===== config.mk =====
export PLATFORM = sky130hd
export DESIGN_NAME = sw_alloc
export DESIGN_NICKNAME = d
export VERILOG_FILES = /design/src/rtl/noc_pkg.sv /design/src/rtl/rr_arb.sv /design/src/rtl/sw_alloc.sv
export SDC_FILE = /design/constraint.sdc
export NUM_CORES = 1
export LEC_CHECK = 0
export ABC_AREA = 1
export BUFFER_PORTS_ARGS = -buffer_cell sky130_fd_sc_hd__clkbuf_2
export CORE_ASPECT_RATIO = 0.6
export CORE_UTILIZATION = 41
export CTS_CLUSTER_DIAMETER = 60
export DETAILED_ROUTE_END_ITERATION = 10
export GPL_TIMING_DRIVEN = 0
export PLACE_DENSITY = 0.54
export SLEW_MARGIN = 20
export SYNTH_ARGS = -nofsm -noshare
export SYNTH_HDL_FRONTEND = slang
export SYNTH_HIERARCHICAL = 1
export SYNTH_SLANG_ARGS = --single-unit
export TNS_END_PERCENT = 20

===== constraint.sdc =====
create_clock -name clk -period 5.6 [get_ports clk]
set_clock_uncertainty 0.1 [all_clocks]
set_input_delay 0.56 -clock clk [delete_from_list [all_inputs] [get_ports clk]]
set_output_delay 0.56 -clock clk [all_outputs]
set_load 0.01 [all_outputs]

===== src/rtl/noc_pkg.sv =====
// Shared router parameters and the switch-allocator per-output state type.
package noc_pkg;

  localparam int unsigned PORT_N = 5;
  localparam int unsigned PORT_W = $clog2(PORT_N);

  typedef enum logic {
    IDLE,
    LOCKED
  } sw_state_t;

endpackage


===== src/rtl/rr_arb.sv =====
// Combinational round-robin arbiter: first requester at or after ptr_i, wrapping at PORT_N-1.
module rr_arb #(
  parameter int unsigned PORT_N = noc_pkg::PORT_N,
  parameter int unsigned PORT_W = noc_pkg::PORT_W
) (
  input  logic [PORT_N-1:0] req_i,
  input  logic [PORT_W-1:0] ptr_i,
  output logic [PORT_N-1:0] gnt_o,
  output logic [PORT_W-1:0] gnt_idx_o
);

  // Scan from the farthest slot back towards ptr so the nearest requester is written last.
  always_comb begin
    gnt_o     = '0;
    gnt_idx_o = '0;
    for (int k = int'(PORT_N) - 1; k >= 0; k--) begin
      automatic int idx = int'(ptr_i) + k;
      if (idx >= int'(PORT_N)) idx = idx - int'(PORT_N);
      if (req_i[idx]) begin
        gnt_o      = '0;
        gnt_o[idx] = 1'b1;
        gnt_idx_o  = PORT_W'(idx);
      end
    end
  end

endmodule


===== src/rtl/sw_alloc.sv =====
// Switch allocator: per-output round-robin arbitration of head flits with a wormhole
// lock held until the owner's tail flit crosses.
module sw_alloc
  import noc_pkg::*;
#(
  parameter int unsigned PORT_N = noc_pkg::PORT_N,
  parameter int unsigned PORT_W = noc_pkg::PORT_W
) (
  input  logic                           clk,
  input  logic                           rst,
  input  logic [PORT_N-1:0]              req_i,
  input  logic [PORT_N-1:0][PORT_W-1:0]  port_i,
  input  logic [PORT_N-1:0]              head_i,
  input  logic [PORT_N-1:0]              tail_i,
  input  logic [PORT_N-1:0]              rdy_i,
  output logic [PORT_N-1:0][PORT_N-1:0]  grt_o,
  output logic [PORT_N-1:0]              xfer_o,
  output logic [PORT_N-1:0]              busy_o,
  output logic                           err_o
);

  sw_state_t         state_q [PORT_N];
  sw_state_t         state_d [PORT_N];
  logic [PORT_W-1:0] owner_q [PORT_N];
  logic [PORT_W-1:0] owner_d [PORT_N];
  logic [PORT_W-1:0] ptr_q   [PORT_N];
  logic [PORT_W-1:0] ptr_d   [PORT_N];
  logic              err_q, err_d;

  logic [PORT_N-1:0] owns_any;
  logic [PORT_N-1:0] arb_req [PORT_N];
  logic [PORT_N-1:0] arb_gnt [PORT_N];
  logic [PORT_W-1:0] arb_idx [PORT_N];

  // Grant matrix and busy flags decode straight from the lock registers.
  always_comb begin
    grt_o  = '0;
    busy_o = '0;
    for (int j = 0; j < int'(PORT_N); j++) begin
      if (state_q[j] == LOCKED) begin
        busy_o[j]             = 1'b1;
        grt_o[owner_q[j]][j]  = 1'b1;
      end
    end
  end

  always_comb begin
    owns_any = '0;
    xfer_o   = '0;
    for (int i = 0; i < int'(PORT_N); i++) begin
      owns_any[i] = |grt_o[i];
      xfer_o[i]   = req_i[i] & (|(grt_o[i] & rdy_i));
    end
  end

  assign err_o = err_q;

  // An input already holding an output may not compete for another one.
  always_comb begin
    for (int j = 0; j < int'(PORT_N); j++) begin
      arb_req[j] = '0;
      for (int i = 0; i < int'(PORT_N); i++) begin
        arb_req[j][i] = req_i[i] & head_i[i] & (port_i[i] == PORT_W'(j)) & ~owns_any[i];
      end
    end
  end

  for (genvar g = 0; g < PORT_N; g++) begin : g_arb
    rr_arb #(
      .PORT_N (PORT_N),
      .PORT_W (PORT_W)
    ) u_rr_arb (
      .req_i     (arb_req[g]),
      .ptr_i     (ptr_q[g]),
      .gnt_o     (arb_gnt[g]),
      .gnt_idx_o (arb_idx[g])
    );
  end

  always_comb begin
    state_d = state_q;
    owner_d = owner_q;
    ptr_d   = ptr_q;
    err_d   = err_q;
    for (int i = 0; i < int'(PORT_N); i++) begin
      if (req_i[i] && (32'(port_i[i]) >= PORT_N)) err_d = 1'b1;
    end
    for (int j = 0; j < int'(PORT_N); j++) begin
      unique case (state_q[j])
        IDLE: begin
          if (|arb_gnt[j]) begin
            state_d[j] = LOCKED;
            owner_d[j] = arb_idx[j];
            ptr_d[j]   = (arb_idx[j] == PORT_W'(PORT_N - 1)) ? '0 : arb_idx[j] + PORT_W'(1);
          end
        end
        LOCKED: begin
          // The owner's xfer can only be on this output, so it marks the tail crossing here.
          if (xfer_o[owner_q[j]] && tail_i[owner_q[j]]) state_d[j] = IDLE;
        end
      endcase
    end
  end

  always_ff @(posedge clk or posedge rst) begin
    if (rst) begin
      for (int j = 0; j < int'(PORT_N); j++) begin
        state_q[j] <= IDLE;
        owner_q[j] <= '0;
        ptr_q[j]   <= '0;
      end
      err_q <= 1'b0;
    end else begin
      state_q <= state_d;
      owner_q <= owner_d;
      ptr_q   <= ptr_d;
      err_q   <= err_d;
    end
  end

  for (genvar g = 0; g < PORT_N; g++) begin : g_chk
    a_row_onehot0 : assert property (@(posedge clk) disable iff (rst) $onehot0(grt_o[g]));
  end

endmodule


## Word level (Yosys, flattened, before mapping)

Cells that the tools add are included.

- Add/subtract/negate cells: 50
- Order comparisons: 90
- Equality and inequality tests: 25
- Multiplexer cells: 265
- Bitwise operators: 79
- Reduce and logical (&&, ||, !) cells: 66

Operators with widths:

| cell | count |
|---|---|
| greater-or-equal comparator 32 x 1 -> 1 bit, second input constant | 25 |
| less-than comparator 32 x 5 -> 1 bit, second input constant | 25 |
| two-way mux 32 bit | 25 |
| greater-or-equal comparator 32 x 4 -> 1 bit, second input constant | 20 |
| subtractor 32 x 4 -> 32 bit, second input constant | 20 |
| two-way mux 5 bit | 26 |
| two-way mux 25 bit | 5 |
| two-way mux 1 bit | 106 |
| binary-select mux 1 bit (select 3 bit) | 35 |
| OR 25 bit | 4 |
| two-way mux 3 bit | 31 |
| demux 1 bit (select 3 bit) | 25 |
| demux 5 bit (select 3 bit) | 5 |
| OR reduction 5 bit | 15 |
| AND 1 bit | 60 |
| adder 3 x 2 -> 4 bit, second input constant | 10 |
| logical AND 1 bit | 40 |
| equality test 3 x 2 -> 1 bit, second input constant | 10 |
| equality test 3 bit, second input constant | 10 |
| greater-or-equal comparator 3 bit, second input constant | 10 |
| AND 5 bit | 5 |
| adder 3 x 1 -> 4 bit, second input constant | 5 |
| adder 3 x 3 -> 4 bit, second input constant | 5 |
| less-than comparator 3 x 4 -> 1 bit, second input constant | 5 |
| other kinds (11) | 48 |

- Flip-flop bits (word level): 36
- Input port bits: 37
- Output and inout bits: 36
- Word-level logic and storage cells: 591

## Depth between registers and ports, before layout

- Word-level depth: 27
- Depth in mapped cells: 28
- Mapped depth without buffers: 28

## Hierarchy

The synthesis kept the hierarchy.

By module, submodules not included:

| module | times used | cells each | area an instance (µm²) | seq. area each (µm²) |
|---|---|---|---|---|
| rr_arb (g_arb[1].u_rr_arb ...) | 3 | 327 | 1685.4 | 0.0 |
| sw_alloc | 1 | 480 | 3049.2 | 900.9 |
| rr_arb (g_arb[0].u_rr_arb) | 1 | 325 | 1761.7 | 0.0 |
| rr_arb (g_arb[4].u_rr_arb) | 1 | 321 | 1740.4 | 0.0 |

## Least setup slack after synthesis

OpenSTA, ideal clock, no wires.

- Kind: flip-flop to flip-flop
- Start point: reg ptr_q[9] (netlist bit)
- End point: reg owner_q[11] (netlist bit)
- Setup time: 0.077 ns
- Arrival: 3.439 ns
- Setup slack: 1.983 ns
- Stages on the path, launching flop included: 25
- Path buffers: 3
- Period minus slack after synthesis: 3.617 ns
- Cells stage by stage: dfrtp_1 -> buf_6 -> inv_2 -> buf_2 -> ha_1 -> ha_1 -> nand2_1 -> nand3_4 -> nand2_1 -> nand2_2 -> o21ai_2 -> nand3_4 -> nand2_1 -> nand2_1 -> nand2_1 -> nand2_1 -> nand2_1 -> nand2_1 -> nand2_1 -> nand2_1 -> or2_2 -> o41ai_2 -> buf_2 -> nor2_1 -> a21oi_1

RTL lines:

| element | RTL line | text |
|---|---|---|
| start, declared | sw_alloc.sv:26 | `logic [PORT_W-1:0] ptr_q [PORT_N];` |
| start signal, assigned | sw_alloc.sv:116 | `ptr_q <= ptr_d;` |
| end signal, assigned | sw_alloc.sv:115 | `owner_q <= owner_d;` |
| end, declared | sw_alloc.sv:24 | `logic [PORT_W-1:0] owner_q [PORT_N];` |

==> flow_summary.ini <==
[synthesis]
synth_area_per_cell_um2 = 5.51
ys_types = 55
syn-num-nets = 2234
synth-seq-cells = 36
yosysSeqAreaShare_pct = 7.76
yosysWarnings = 6
synth_edf_count = 0
syn_area_um2 = 11600
ys_async_sr_fraction_pct = 100
synthCells = 2107
synth_flop_cell = dfrtp_1

[sta]
timing.fmax_mhz = 206
fin_crit_sh_pct = 86.5
rsz0062_at_grt = no
slew_headroom_pct = 36.4
fin_setup_tns_ns = 0
finalSetupViolCount = 0
drv_slew = 0
holdWs_ns = 0.166
hold_viol = 0
period_needed_ns = 4.85
worstMarginPinSlew_ns = 0.947

[grt]
grt_max_degree = 20
grt.overflow.total = 0
antenna_found_initial = 0
grt.total_usage_pct = 27.6
grt_pass1_wl_mm = 64.0
grt_pass1_vias = 11800

[critical_path]
cp-start-kind = flop
arrival_ns = 4.98
critical_path.endpoint_type = flop
crit_family = simple AND/OR/NAND/NOR gates
cpMostUsedCell = nand2_1
crit_path_cell_trace = inv_1 -> nand2_1 -> nor2_2 -> nor4_1 -> nand2_1 -> nor4_1 -> inv_1 -> nand2_1 -> nand2_1 -> nand2_1 -> nand3_1 -> nor2_1 -> nand3_1 -> nand2_1 -> nand3_1 -> nand3_1 -> nand2_1 -> nand2_1 -> nor3_1 -> nand2_1 -> nand2_1 -> nor2_1 -> a22o_1
critPathMaxFanout = 10
r2r_cells = 23
r2r-start = owner_q[14]
slowest_stage = nor4_1
critical_path_required_ns = 5.73
slowest_delay_ns = 0.71
crit_type = flop to flop
r2r_setup_slack_ns = 0.75
worstReg2RegEnd = ptr_q[6]
cp_num_buf_inv = 2

[clock_network]
cts_setup_buffers = 0
clk_latency_ns = 0.29
cts_resized = 0
cts_tree = yes
clk_pin_slew_ns = 0.07
hold_buffers = 0
cts_sinks = 36
cts_root_buffer = clkbuf_16
cts_buffers = 5
htree_levels = 2
cts.path.max_buffers = 2

[floorplanning]
die_area_um2 = 29000
start_util_pct = 41.9
rows = 47
ios = 73
die_y_um = 132
coreArea_um2 = 27700
die_x_um = 219

[routing]
routed-via-count = 13900
dr.pass1.iters = 6
wire_per_inst_um = 15.9
wl_mm = 40.7
vias_per_cell = 5.43
drtIter0Drc = 1324
post-route-drc-count = 0
ant_nets = 0

[final_layout]
antennaDiodeCount = 0
drive_above_1_share_pct = 14.6
fin_nets = 2314
stdcell_count = 2555
area_delta_synth_final_pct = 8.82

[placement]
place_inst = 2547
port_buffers = 72
place_congestion = 0.954
place_hpwl_mm = 34.0

[job]
cap_violations = 0

[min_path]
hold_path_class = primary input to asynchronous set/reset pin

[outcome]
run_status = complete, no violations
==> placed cells by master (no fill, tap or decap), types with 18 or more instances in the layout <==
| master | instances |
|---|---|
| a21oi_1 | 53 |
| clkbuf_2 | 72 |
| dfrtp_1 | 36 |
| ha_1 | 85 |
| inv_1 | 256 |
| inv_2 | 42 |
| nand2_1 | 742 |
| nand2_2 | 51 |
| nand3_1 | 183 |
| nand3_2 | 24 |
| nand3_4 | 20 |
| nand4_1 | 61 |
| nor2_1 | 194 |
| nor2_2 | 18 |
| nor3_1 | 55 |
| o211ai_1 | 25 |
| o21ai_0 | 72 |
| o21ai_1 | 35 |
==> synth_stat cells, types with 4 or more instances <==
| library cell | n | area, µm² |
|---|---|---|
| o211ai_1 | 25 | 188 |
| nand2_4 | 7 | 78.8 |
| a22o_1 | 5 | 43.8 |
| inv_1 | 257 | 965 |
| dfrtp_1 | 36 | 901 |
| nor2_1 | 194 | 728 |
| nand3_1 | 183 | 916 |
| buf_6 | 10 | 113 |
| a21oi_1 | 53 | 265 |
| o21ai_0 | 72 | 360 |
| nor2_2 | 18 | 113 |
| nand3_2 | 24 | 240 |
| a21oi_4 | 10 | 163 |
| and3_1 | 4 | 25.0 |
| o211ai_2 | 4 | 50.1 |
| nand2_1 | 742 | 2790 |
| clkbuf_1 | 4 | 15.0 |
| ha_1 | 85 | 1060 |
| o22ai_1 | 12 | 75.1 |
| inv_2 | 41 | 154 |
| o21a_1 | 4 | 30.0 |
| nand3b_1 | 7 | 52.6 |
| fa_1 | 5 | 100 |
| nand2_2 | 51 | 319 |
| a31oi_1 | 8 | 50.1 |
| o21ai_1 | 35 | 175 |
| a21oi_2 | 8 | 70.1 |
| nand4_1 | 61 | 382 |
| o31ai_1 | 5 | 37.5 |
| nor3_1 | 55 | 275 |
| nor4_1 | 8 | 50.1 |
| o21ai_2 | 17 | 149 |
| nand3_4 | 20 | 350 |
| buf_2 | 6 | 30.0 |
==> worst max-delay path by stage <==
stage	startpoint	to	slack, ns	depth (start not counted)
3_3_place_gp	state_q[2]	ptr_q[6]	0.92	25
2_1_floorplan	ptr_q[9]	owner_q[11]	1.98	24
5_1_grt	owner_q[14]	ptr_q[6]	0.48	23
6_report	owner_q[14]	ptr_q[6]	0.75	23
4_1_cts	state_q[2]	ptr_q[11]	0.90	24
3_5_place_dp	state_q[2]	ptr_q[11]	0.92	24
==> per-stage QoR <==
step	instance area, µm²	utilization (%)	setup slack, ns
after floorplan	11600	-	1.98
after global placement	12400	44.9	0.918
after detailed placement	12500	45.0	0.924
after CTS	12600	45.6	0.900
after global routing	12600	45.6	0.480
final	12600	45.6	0.754
==> layout make-up <==
type / count / area [µm²]
Fill cell: 3033 / 15100
Timing Repair Buffer: 73 / 388
Inverter: 303 / 1150
Clock buffer: 6 / 129
Clock inverter: 2 / 35.0
Buffer: 23 / 180
Multi-Input combinational cell: 1745 / 9390
Tap cell: 367 / 459
Sequential cell: 36 / 901
==> flip-flops by register name (all words and copies together), names as in the netlist <==
| name | flops |
|---|---|
| ptr_q | 15 |
| state_q | 5 |
| owner_q | 15 |
| err_o | 1 |
==> logic make-up (layout without fill, tap and decap cells) <==
group | count (synthesis) | in the layout | share of synthesized area, %
AOI/OAI and AO/OA | 265 | 265 | 15.0
DFF | 36 | 36 | 7.76
and+or+nand+nor | 1389 | 1389 | 55.7
buffers and inverters | 326 | 407 | 11.4
xor gates and xnor gates | 1 | 1 | 0.0755
adders and majority gates | 90 | 90 | 10.0
==> routing by layer <==
| layer | routed length [µm] | part of all wire [%] | GRT usage, % | vias up |
|---|---|---|---|---|
| met5 | 0 | 0 | 0 | - |
| met4 | 416 | 1.0 | 3.82 | 0 |
| met3 | 3700 | 9.1 | 4.82 | 26 |
| met2 | 14600 | 36 | 34.9 | 533 |
| met1 | 21900 | 54 | 46.5 | 6265 |
| li1 | - | - | - | 7040 |
==> worst reg2reg max path: stages (launching register included) <==
cell and delay [ns]:
dfrtp_1 0.44, inv_1 0.13, nand2_1 0.21, nor2_2 0.09, nor4_1 0.62, nand2_1 0.31, nor4_1 0.71, inv_1 0.24
nand2_1 0.13, nand2_1 0.05, nand2_1 0.05, nand3_1 0.14, nor2_1 0.20, nand3_1 0.09, nand2_1 0.10, nand3_1 0.11
nand3_1 0.09, nand2_1 0.06, nand2_1 0.06, nor3_1 0.04, nand2_1 0.11, nand2_1 0.23, nor2_1 0.28, a22o_1 0.17
Power is not shown: default switching activity piles up to over one toggle a cycle in this logic, so the estimate is an artifact.
